===== config.mk =====
export PLATFORM = sky130hd
export DESIGN_NAME = multi_channel_parity_fifo_flat
export DESIGN_NICKNAME = d
export VERILOG_FILES = /design/src/rtl/multi_channel_parity_fifo.sv /design/src/rtl/multi_channel_parity_fifo_if.sv /design/src/flat_wrapper.sv
export SDC_FILE = /design/constraint.sdc
export NUM_CORES = 1
export LEC_CHECK = 0
export ABC_AREA = 1
export BUFFER_PORTS_ARGS = -buffer_cell sky130_fd_sc_hd__buf_2
export CORE_ASPECT_RATIO = 0.9
export CORE_MARGIN = 2
export CORE_UTILIZATION = 40
export DETAILED_ROUTE_END_ITERATION = 12
export PLACE_DENSITY_LB_ADDON = 0.08
export SYNTH_ARGS = -nofsm -noshare
export SYNTH_HDL_FRONTEND = slang
export SYNTH_SLANG_ARGS = --single-unit

===== constraint.sdc =====
create_clock -name clk -period 3.76 [get_ports clk]
set_clock_uncertainty 0.2 [all_clocks]
set_input_delay 0.376 -clock clk [delete_from_list [all_inputs] [get_ports clk]]
set_output_delay 0.376 -clock clk [all_outputs]
set_load 0.01 [all_outputs]

===== src/rtl/multi_channel_parity_fifo.sv =====
// NUM_CH parity-protected circular queues drained round-robin into one registered pop slot.
// Latency: push at edge N is visible on valid_o after edge N+1; 1 word/cycle sustained.
// Backpressure: push_grant_o drops only when a queue is full; slot holds while grant_i is low.
package types_pkg;
  typedef enum logic {EVEN, ODD} parity_t;
  typedef enum logic {MSB, LSB}  parity_pos_t;
endpackage

module multi_channel_parity_fifo #(
  parameter int                    DATA_WIDTH        = 10,
  parameter int                    DEPTH             = 12,
  parameter int                    NUM_CH            = 4,
  parameter types_pkg::parity_t    PARITY_MODE       = types_pkg::ODD,
  parameter types_pkg::parity_pos_t PARITY_BIT_CHOICE = types_pkg::MSB,
  parameter int                    ERR_CNT_WIDTH     = 8
) (
  input logic                     clk,
  input logic                     reset,
  multi_channel_parity_fifo_if.slave bus
);
  localparam int SW  = DATA_WIDTH + 1;
  localparam int PW  = $clog2(DEPTH);
  localparam int CW  = $clog2(DEPTH + 1);
  localparam int CHW = $clog2(NUM_CH);

  logic [SW-1:0]            mem    [NUM_CH][DEPTH];
  logic [PW-1:0]            wr_ptr [NUM_CH];
  logic [PW-1:0]            rd_ptr [NUM_CH];
  logic [CW-1:0]            count  [NUM_CH];
  logic [SW-1:0]            push_word [NUM_CH];
  logic [NUM_CH-1:0]        not_empty, push_acc, pop_en;
  logic [CHW-1:0]           rr_ptr, sel, scan_idx;
  logic                     any_ne, loadable, xfer;
  logic [SW-1:0]            head_word;
  logic [DATA_WIDTH-1:0]    head_data;
  logic                     head_perr;

  logic                     valid_q, perr_q;
  logic [DATA_WIDTH-1:0]    data_q;
  logic [CHW-1:0]           chan_q;
  logic [ERR_CNT_WIDTH-1:0] err_cnt_q;

  // Builds the stored word: parity bit over the payload, optionally inverted for fault injection.
  function automatic logic [SW-1:0] make_word(input logic [DATA_WIDTH-1:0] d, input logic inj);
    logic p;
    p = ((PARITY_MODE == types_pkg::EVEN) ? ^d : ~^d) ^ inj;
    return (PARITY_BIT_CHOICE == types_pkg::MSB) ? {p, d} : {d, p};
  endfunction

  function automatic logic [PW-1:0] ptr_inc(input logic [PW-1:0] p);
    return (p == PW'(DEPTH - 1)) ? '0 : p + 1'b1;
  endfunction

  // Per-channel occupancy flags, push acceptance and stored-word formation.
  always_comb begin
    for (int c = 0; c < NUM_CH; c++) begin
      not_empty[c]        = (count[c] != '0);
      bus.push_grant_o[c] = (count[c] != CW'(DEPTH));
      push_acc[c]         = bus.push_valid_i[c] && (count[c] != CW'(DEPTH));
      push_word[c]        = make_word(bus.push_data_i[c*DATA_WIDTH +: DATA_WIDTH],
                                      bus.push_inject_err_i[c]);
    end
  end

  // Round-robin pick: scan backwards so the last hit is the first non-empty after rr_ptr.
  always_comb begin
    sel      = rr_ptr;
    any_ne   = 1'b0;
    scan_idx = '0;
    for (int i = NUM_CH; i >= 1; i--) begin
      scan_idx = CHW'((int'(rr_ptr) + i) % NUM_CH);
      if (not_empty[scan_idx]) begin
        sel    = scan_idx;
        any_ne = 1'b1;
      end
    end
  end

  // Slot load decision, queue head decode and parity check of the word about to be loaded.
  always_comb begin
    xfer      = valid_q && bus.grant_i;
    loadable  = !valid_q || bus.grant_i;
    head_word = mem[sel][rd_ptr[sel]];
    head_data = (PARITY_BIT_CHOICE == types_pkg::MSB) ? head_word[DATA_WIDTH-1:0]
                                                      : head_word[SW-1:1];
    head_perr = (PARITY_MODE == types_pkg::EVEN) ? ^head_word : ~^head_word;
    for (int c = 0; c < NUM_CH; c++) begin
      pop_en[c] = loadable && any_ne && (sel == CHW'(c));
    end
  end

  // Queue storage; contents need no reset since pointers and counts gate every read.
  always_ff @(posedge clk) begin
    for (int c = 0; c < NUM_CH; c++) begin
      if (push_acc[c]) mem[c][wr_ptr[c]] <= push_word[c];
    end
  end

  // Per-channel pointers and occupancy; simultaneous push and pop leaves count unchanged.
  always_ff @(posedge clk or posedge reset) begin
    if (reset) begin
      for (int c = 0; c < NUM_CH; c++) begin
        wr_ptr[c] <= '0;
        rd_ptr[c] <= '0;
        count[c]  <= '0;
      end
    end else begin
      for (int c = 0; c < NUM_CH; c++) begin
        if (push_acc[c]) wr_ptr[c] <= ptr_inc(wr_ptr[c]);
        if (pop_en[c])   rd_ptr[c] <= ptr_inc(rd_ptr[c]);
        case ({push_acc[c], pop_en[c]})
          2'b10:   count[c] <= count[c] + 1'b1;
          2'b01:   count[c] <= count[c] - 1'b1;
          default: count[c] <= count[c];
        endcase
      end
    end
  end

  // Output slot and arbiter pointer: reload on empty slot or transfer, otherwise hold.
  always_ff @(posedge clk or posedge reset) begin
    if (reset) begin
      valid_q <= 1'b0;
      data_q  <= '0;
      chan_q  <= '0;
      perr_q  <= 1'b0;
      rr_ptr  <= CHW'(NUM_CH - 1);
    end else if (loadable) begin
      if (any_ne) begin
        valid_q <= 1'b1;
        data_q  <= head_data;
        chan_q  <= sel;
        perr_q  <= head_perr;
        rr_ptr  <= sel;
      end else begin
        valid_q <= 1'b0;
      end
    end
  end

  // Saturating count of transferred words flagged with a parity error; clear wins.
  always_ff @(posedge clk or posedge reset) begin
    if (reset) begin
      err_cnt_q <= '0;
    end else if (bus.err_count_clr_i) begin
      err_cnt_q <= '0;
    end else if (xfer && perr_q && (err_cnt_q != '1)) begin
      err_cnt_q <= err_cnt_q + 1'b1;
    end
  end

  assign bus.valid_o      = valid_q;
  assign bus.data_o       = data_q;
  assign bus.channel_o    = chan_q;
  assign bus.parity_err_o = perr_q;
  assign bus.err_count_o  = err_cnt_q;
endmodule


===== src/rtl/multi_channel_parity_fifo_if.sv =====
// Handshake and data bundle between push producers/pop consumer and the parity FIFO.
// Purely wiring, no storage, no added latency.
// Backpressure: push_grant_o per channel on the push side, grant_i on the pop side.
interface multi_channel_parity_fifo_if #(
  parameter int DATA_WIDTH    = 10,
  parameter int NUM_CH        = 4,
  parameter int ERR_CNT_WIDTH = 8
);
  localparam int CHW = $clog2(NUM_CH);

  logic [NUM_CH-1:0]            push_valid_i;
  logic [NUM_CH*DATA_WIDTH-1:0] push_data_i;
  logic [NUM_CH-1:0]            push_inject_err_i;
  logic [NUM_CH-1:0]            push_grant_o;
  logic                         valid_o;
  logic [DATA_WIDTH-1:0]        data_o;
  logic [CHW-1:0]               channel_o;
  logic                         parity_err_o;
  logic                         grant_i;
  logic [ERR_CNT_WIDTH-1:0]     err_count_o;
  logic                         err_count_clr_i;

  // Producer/consumer side of the block.
  modport master (
    output push_valid_i, push_data_i, push_inject_err_i, grant_i, err_count_clr_i,
    input  push_grant_o, valid_o, data_o, channel_o, parity_err_o, err_count_o
  );

  // FIFO side of the block.
  modport slave (
    input  push_valid_i, push_data_i, push_inject_err_i, grant_i, err_count_clr_i,
    output push_grant_o, valid_o, data_o, channel_o, parity_err_o, err_count_o
  );
endinterface


===== src/flat_wrapper.sv =====
// flat-port wrapper written by rule: the top's interface ports become plain ports
module multi_channel_parity_fifo_flat 
#(
  parameter int                    DATA_WIDTH        = 10,
  parameter int                    DEPTH             = 12,
  parameter int                    NUM_CH            = 4,
  parameter types_pkg::parity_t    PARITY_MODE       = types_pkg::ODD,
  parameter types_pkg::parity_pos_t PARITY_BIT_CHOICE = types_pkg::MSB,
  parameter int                    ERR_CNT_WIDTH     = 8
)
  (clk, reset, bus_push_valid_i, bus_push_data_i, bus_push_inject_err_i, bus_grant_i, bus_err_count_clr_i, bus_push_grant_o, bus_valid_o, bus_data_o, bus_channel_o, bus_parity_err_o, bus_err_count_o);
  multi_channel_parity_fifo_if #(.DATA_WIDTH(DATA_WIDTH), .NUM_CH(NUM_CH), .ERR_CNT_WIDTH(ERR_CNT_WIDTH)) bus_i ();
  input logic clk;
  input logic reset;
  input wire logic [$bits(bus_i.push_valid_i)-1:0] bus_push_valid_i;
  input wire logic [$bits(bus_i.push_data_i)-1:0] bus_push_data_i;
  input wire logic [$bits(bus_i.push_inject_err_i)-1:0] bus_push_inject_err_i;
  input wire logic [$bits(bus_i.grant_i)-1:0] bus_grant_i;
  input wire logic [$bits(bus_i.err_count_clr_i)-1:0] bus_err_count_clr_i;
  output wire logic [$bits(bus_i.push_grant_o)-1:0] bus_push_grant_o;
  output wire logic [$bits(bus_i.valid_o)-1:0] bus_valid_o;
  output wire logic [$bits(bus_i.data_o)-1:0] bus_data_o;
  output wire logic [$bits(bus_i.channel_o)-1:0] bus_channel_o;
  output wire logic [$bits(bus_i.parity_err_o)-1:0] bus_parity_err_o;
  output wire logic [$bits(bus_i.err_count_o)-1:0] bus_err_count_o;
  assign bus_i.push_valid_i = bus_push_valid_i;
  assign bus_i.push_data_i = bus_push_data_i;
  assign bus_i.push_inject_err_i = bus_push_inject_err_i;
  assign bus_i.grant_i = bus_grant_i;
  assign bus_i.err_count_clr_i = bus_err_count_clr_i;
  assign bus_push_grant_o = bus_i.push_grant_o;
  assign bus_valid_o = bus_i.valid_o;
  assign bus_data_o = bus_i.data_o;
  assign bus_channel_o = bus_i.channel_o;
  assign bus_parity_err_o = bus_i.parity_err_o;
  assign bus_err_count_o = bus_i.err_count_o;
  multi_channel_parity_fifo #(.DATA_WIDTH(DATA_WIDTH), .DEPTH(DEPTH), .NUM_CH(NUM_CH), .PARITY_MODE(PARITY_MODE), .PARITY_BIT_CHOICE(PARITY_BIT_CHOICE), .ERR_CNT_WIDTH(ERR_CNT_WIDTH)) u_core (.clk(clk), .reset(reset), .bus(bus_i));
endmodule

==> results_dict.tcl, run 1 <==
set metrics [dict create \
    worstPathArrival_ns 4.04 \
    min-delay-path-class "in -> reg" \
    track_usage_pct 28.7 \
    setup.worst_path.class "reg -> reg" \
    design.core.area_mm2 0.0655 \
    remaining_drc_errors 0 \
    ys.warnings.count 0 \
    maxSlewViolCount 0 \
    syn-num-nets 2495 \
    cts_htree_levels 3 \
    clock_latency_on_the_worst_skew_pair_ns 0.62 \
    dieWidth_um 275 \
    dpl-instance-area_mm2 0.0292 \
    first_pass_grt_wire_length_mm 136 \
    layout_setup_ws_ns 0.0210 \
    cts.root.buffer_cell "clkbuf_16" \
    rows 89 \
    first_global_vias 18800 \
    critical_path.max_stage_delay_ns 0.60 \
    vias 20100 \
    clk_pin_slew_worst_paths_ns 0.06 \
    area.sequential_mm2 0.0177 \
    clk_path_buf_depth 3 \
    cts_made_buffers 68 \
    placement.io_buffers 77 \
    timing.final.crit_share_pct 99.4 \
    post_synth_xor_area_fraction_pct 1.90 \
    maxClockFrequency_mhz 267 \
    postRouteWirelength_mm 102 \
    die_area_mm2 0.0681 \
    crit_top_cell "nand2_1" \
    yosys.area_share.simple_pct 18.5 \
    post-synth-top-area-fraction_pct 60.0 \
    hold_viol 0 \
    synth_fa_ha_area_share_pct 1.87 \
    final_nets 2814 \
    synth_largest_area_cell "edfxtp_1" \
    drv_cap 0 \
    totalNegativeSetupSlack_ns 0 \
    crit_path_max_fanout 10 \
    gp_congestion 0.879 \
    endpoint_kind_of_the_worst_setup_timing_path "flip-flop" \
    setup_repair_after_global_routing_missed_its_margin "true" \
    synth.lib_cells_used.distinct 41 \
    cts_tree "yes" \
    synth_enable_flop_cells 528 \
    detail_route.wl_per_cell_um 27.9 \
    ys_seq_area_share_pct 66.9 \
    outcome "finished, final reports clean" \
    synth_area_per_cell_um2 11.0 \
    multi_input_area_mm2 0.00803 \
    cp.required_ns 4.06 \
    setup_violations 0 \
    share_of_the_synthesized_area_in_compound_gates_ao_oa_aoi_oai_pct 5.21 \
    worst_path_max_delay_cell "dfstp_2" \
    final_antenna_net_count 0 \
    design.portCount 78 \
    global_route.usage.met2_pct 42.9 \
    place_hpwl_mm 58.3 \
    antenna_found_initial 1 \
    grt.overflow.total 0 \
    ys_seq_elements 600 \
    drtIter0Drc 2599 \
    route.detailed.vias_per_inst 5.51 \
    slew_headroom_pct 16.0 \
    synth_mux_area_share_pct 0 \
    final_period_minus_worst_setup_slack_ns 3.74 \
    crit_path_start_kind "flip-flop" \
    grt.met3_usage_pct 6.88 \
    netlist_top_cells_area "edfxtp_1, nand2_1, dfrtp_1, nand3_1, inv_1" \
    synth_top_family_by_area "simple AND/OR/NAND/NOR gates" \
    start_util_pct 40.3 \
    use_met1_pct 41.3 \
    final_util_pct 51.0 \
    sinks_on_clock_net 600 \
    pin_count_of_the_biggest_net_entering_global_routing 38 \
    globalRoute.busiestLayer "met2" \
    worstMarginPinSlew_ns 1.25 \
    post_synth_inst_count 2406 \
    filler_cell_count 5790 \
    area_of_the_mapped_netlist_mm2 0.0264 \
    drive_above_1_share_pct 22.4 \
    primary_flip_flop_cell_chosen_by_synthesis_mapping "edfxtp_1" \
    areaGrowthSynthToFinish_pct 26.5 \
    synth_async_sr_flop_share_pct 12.0 \
    post-route-cell-area_mm2 0.0334 \
    1st_pass_router_iterations 5 \
    detailedPlace.worstSlack_ns -0.274 \
    die_h_um 248 \
]
-- Yosys cell counts (all sizes together) (33+ instances only) --
library cell	n
buf	90
nand3	200
nor3	41
xnor2	38
nor2	179
edfxtp	528
nand2	639
o22ai	100
ha	33
o21ai	123
dfrtp	70
inv	249
nand3b	52
-- per-stage QoR --
step           hold slack (ns)  cells
2_1_floorplan            0.248   2406
3_3_place_gp             0.257   3431
3_5_place_dp             0.265   3431
4_1_cts                0.00152   3585
5_1_grt                0.00634   3642
6_report                0.0207   3644
-- flip-flops by register name, indices dropped and copies added, names as in the netlist --
| name | flops |
|---|---|
| u_core.bus.data_o | 10 |
| u_core.count | 16 |
| u_core.bus.err_count_o | 8 |
| u_core.mem | 528 |
| u_core.rr_ptr | 2 |
| u_core.bus.channel_o | 2 |
| u_core.wr_ptr | 16 |
| u_core.bus.parity_err_o | 1 |
| u_core.rd_ptr | 16 |
| u_core.bus.valid_o | 1 |
-- worst paths after layout --
check	startpoint	end	slack [ns]	cells after the start
max in group asynchronous	reset	u_core.rd_ptr[11]	2.39	4
max reg2reg	u_core.rr_ptr[0]	u_core.bus.parity_err_o	0.02	28
min in group asynchronous	reset	u_core.count[1]	0.17	3
min reg2reg	u_core.bus.data_o[4]	u_core.bus.data_o[4]	0.28	2
min	bus_push_data_i[29]	u_core.mem[2][64]	0.02	1
max	u_core.rr_ptr[0]	u_core.bus.parity_err_o	0.02	28
-- metal layers --
metal  wire, um  vias to the layer above
met5          0                        -
met1      43500                     9995
met4       3690                        0
li1           -                     8849
met3      10200                      192
met2      44200                     1058
-- critical path: cells and delay by family (launching register included) --
family,cells,cell delay (ns)
xor gates and xnor gates,1,0.13
buffers and inverters,5,0.71
DFF,1,0.60
and+or+nand+nor,22,1.97
-- placed cells by master, fill, tap and decap left out, types with 22 or more instances in the layout --
master	instances
buf_12	32
buf_2	77
buf_4	163
clkbuf_16	84
dfrtp_1	70
dlygate4sd3_1	23
edfxtp_1	528
ha_1	32
inv_1	234
nand2_1	591
nand2_2	29
nand3_1	161
nand3_2	35
nand3b_1	51
nor2_1	147
nor2_2	22
nor3_2	36
o21ai_0	96
o21ai_1	25
o22ai_1	96
xnor2_1	37
-- cell families (layout without fill, tap and decap cells) --
family | Yosys count | count (layout)
AND/OR/NAND/NOR | 1125 | 1127
flip-flops | 600 | 600
buffers and inverters | 347 | 717
AO/OA/AOI/OAI | 242 | 242
XOR/XNOR | 55 | 55
adder cells (fa/ha/maj) | 37 | 37
other | 0 | 2
-- final cells by class --
| class | count | area share, % |
|---|---|---|
| clock buffer | 78 | 5.39 |
| multi-input combinational | 1461 | 24.0 |
| sequential | 600 | 52.9 |
| tap | 864 | 3.24 |
| clock inverter | 45 | 1.29 |
| antenna | 2 | 0.0150 |
| inverter | 250 | 2.87 |
| timing repair buffer | 344 | 10.3 |
-- timing repair --
action                                 4_1_cts  5_1_grt
gates resized for setup                     25      153
setup endpoints to repair                    4       10
endpoints found under the hold margin      255        1
hold buffers                                22        1
buffers inserted                             4       40
pin swaps                                    3       44
gates cloned                                 5       16
Power of run 1 is left out: the tool's default activity adds up to more than one toggle a clock period on the data nets, which glitch-free logic cannot reach.
==> run 2, diff against run 1 <==
Settings changed: CORE_ASPECT_RATIO 0.9 to 0.5, SLEW_MARGIN from default to 20.
==> run 2 against run 1 <==
Routed wire length down 4.5%. Setup slack better by 0.0059 ns. Highest routed layer unchanged. Register-to-register slack about the same. Final cell count down 0.69%. First-iteration DRC count down 16%. Via count down 2.6%. Global-route usage down 1.5 points. Flip-flop and latch count unchanged.
==> results_dict.tcl, run 2 (synthesis gave the netlist of run 1 again) <==
set metrics [dict create \
    route.detailed.vias_per_inst 5.41 \
    setup_violations 0 \
    post-route-cell-area_mm2 0.0327 \
    reg2reg_slack_ns 0.03 \
    setup.worst_path.class "reg -> reg" \
    grt.overflow.total 0 \
    place_hpwl_mm 62.1 \
    final_cell_count_no_fill 3619 \
    totalNegativeSetupSlack_ns 0 \
    dpl-instance-area_mm2 0.0293 \
    die_area_mm2 0.0682 \
    postRouteWirelength_mm 97.0 \
    most_common_library_cell_in_the_layout_ignoring_fill_and_taps "nand2_1" \
    max_reg_flops 528 \
    worst-r2r-cell-count 28 \
    remaining_drc_errors 0 \
    start_util_pct 40.5 \
    crit_path_start "u_core.rr_ptr[0]" \
    cts_tree "yes" \
    place.detailed.instances 3437 \
    drive_above_1_share_pct 21.1 \
    crit_path_max_fanout 7 \
    gp_congestion 0.909 \
    min-delay-path-class "in -> reg" \
    first_global_vias 18300 \
    critical-path-top-delay-family "simple AND/OR/NAND/NOR gates" \
    final_period_minus_worst_setup_slack_ns 3.73 \
    design.portCount 78 \
    fin_worst_hold_slack_ns 0.0304 \
    slew_headroom_pct 20.8 \
    pin_count_of_the_biggest_net_entering_global_routing 73 \
    critical_path.max_stage_delay_ns 0.66 \
    path_buf_inv 5 \
    worstPathArrival_ns 4.07 \
    detail_route.wl_per_cell_um 26.8 \
    endpoint_kind_of_the_worst_setup_timing_path "flip-flop" \
    termination_of_the_worst_setup_path "u_core.bus.parity_err_o" \
    timing.final.crit_share_pct 99.3 \
    worstHoldStart "bus_push_data_i[22]" \
    final_nets 2780 \
    design.core.area_mm2 0.0652 \
    rows 66 \
    clk_path_buf_depth 3 \
    track_usage_pct 27.2 \
    outcome "finished, final reports clean" \
    maxSlewViolCount 0 \
    drv_cap 0 \
    setup_repair_after_global_routing_missed_its_margin "true" \
    final_antenna_net_count 0 \
    maxClockFrequency_mhz 268 \
    dieWidth_um 367 \
    cp.required_ns 4.10 \
    areaGrowthSynthToFinish_pct 23.9 \
    r2r-start "u_core.rr_ptr[0]" \
    worstMarginPinSlew_ns 1.18 \
    vias 19600 \
    1st_pass_router_iterations 6 \
    drtIter0Drc 2174 \
    crit_top_cell "nand2_1" \
    first_pass_grt_wire_length_mm 131 \
    clk_pin_slew_worst_paths_ns 0.07 \
    critical_path_depth 28 \
    cts_made_buffers 55 \
    clock_latency_on_the_worst_skew_pair_ns 0.64 \
    antenna_found_initial 2 \
    regToRegEndpoint "u_core.bus.parity_err_o" \
    crit_path_start_kind "flip-flop" \
    worst_path_max_delay_cell "dfstp_2" \
    antenna_cells 0 \
    die_h_um 186 \
    hold_viol 0 \
    cts_htree_levels 2 \
    sinks_on_clock_net 600 \
    final_cell_mix "nand2_1, edfxtp_1, inv_1" \
    placement.io_buffers 77 \
    cts.root.buffer_cell "clkbuf_16" \
]
-- run 2: changes by cell type in the layout (fill, tap and decap cells not counted), moves of 9 or more --
cell	change
nand3_1	-19
nand3_2	+13
clkbuf_16	-12
buf_6	-10
clkbuf_1	+10
clkinv_2	-10
o21ai_0	-10
buf_4	-9
-- run 2: through the flow --
step / utilization [%] / setup slack (ns)
3_5_place_dp: 44.9 / -0.0686
3_3_place_gp: 44.9 / -0.0273
6_report: 50.2 / 0.0269
5_1_grt: 50.2 / -0.225
2_1_floorplan: - / 0.190
4_1_cts: 48.0 / 0.0143
-- run 2: final cells by class --
| class | count | area (um2) |
|---|---|---|
| clock inverter | 31 | 238 |
| timing repair buffer | 325 | 3210 |
| tap | 884 | 1110 |
| multi-input combinational | 1459 | 8120 |
| fill | 5855 | 32400 |
| sequential | 600 | 17700 |
| inverter | 250 | 955 |
| clock buffer | 70 | 1430 |
-- run 2: how the worst min path moves through the flow --
stage | depth (start not counted) | to | slack, ns
after floorplan | 1 | u_core.bus.err_count_o[6] | 0.25
after global placement | 2 | u_core.bus.data_o[5] | 0.27
after detailed placement | 2 | u_core.bus.data_o[2] | 0.27
after CTS | 1 | u_core.mem[3][35] | 0.0005
after global routing | 1 | u_core.mem[2][13] | 0.008
final | 1 | u_core.mem[2][2] | 0.03
-- run 2: per-layer routing --
metal,up-vias,track usage [%],routed length (um)
met5,-,0,0
met4,0,8.52,3060
met3,152,4.37,7900
met2,805,44.5,44200
met1,9842,37.4,41900
li1,8776,-,-
-- run 2: worst reg2reg max path, delay by kind of cell, from the launching register on --
family / cells / cell delay (ns)
buffers and inverters: 5 / 0.63
DFF: 1 / 0.66
and+or+nand+nor: 23 / 2.14
-- run 2: what timing repair did --
action | 4_1_cts | 5_1_grt
gates resized for setup | 7 | 181
pin swaps | 0 | 55
hold buffers | 30 | 0
setup endpoints to repair | 1 | 9
cloned | 1 | 18
hold endpoints to repair | 354 | 0
buffers inserted | 0 | 32
Power of run 2 is left out for the same reason.
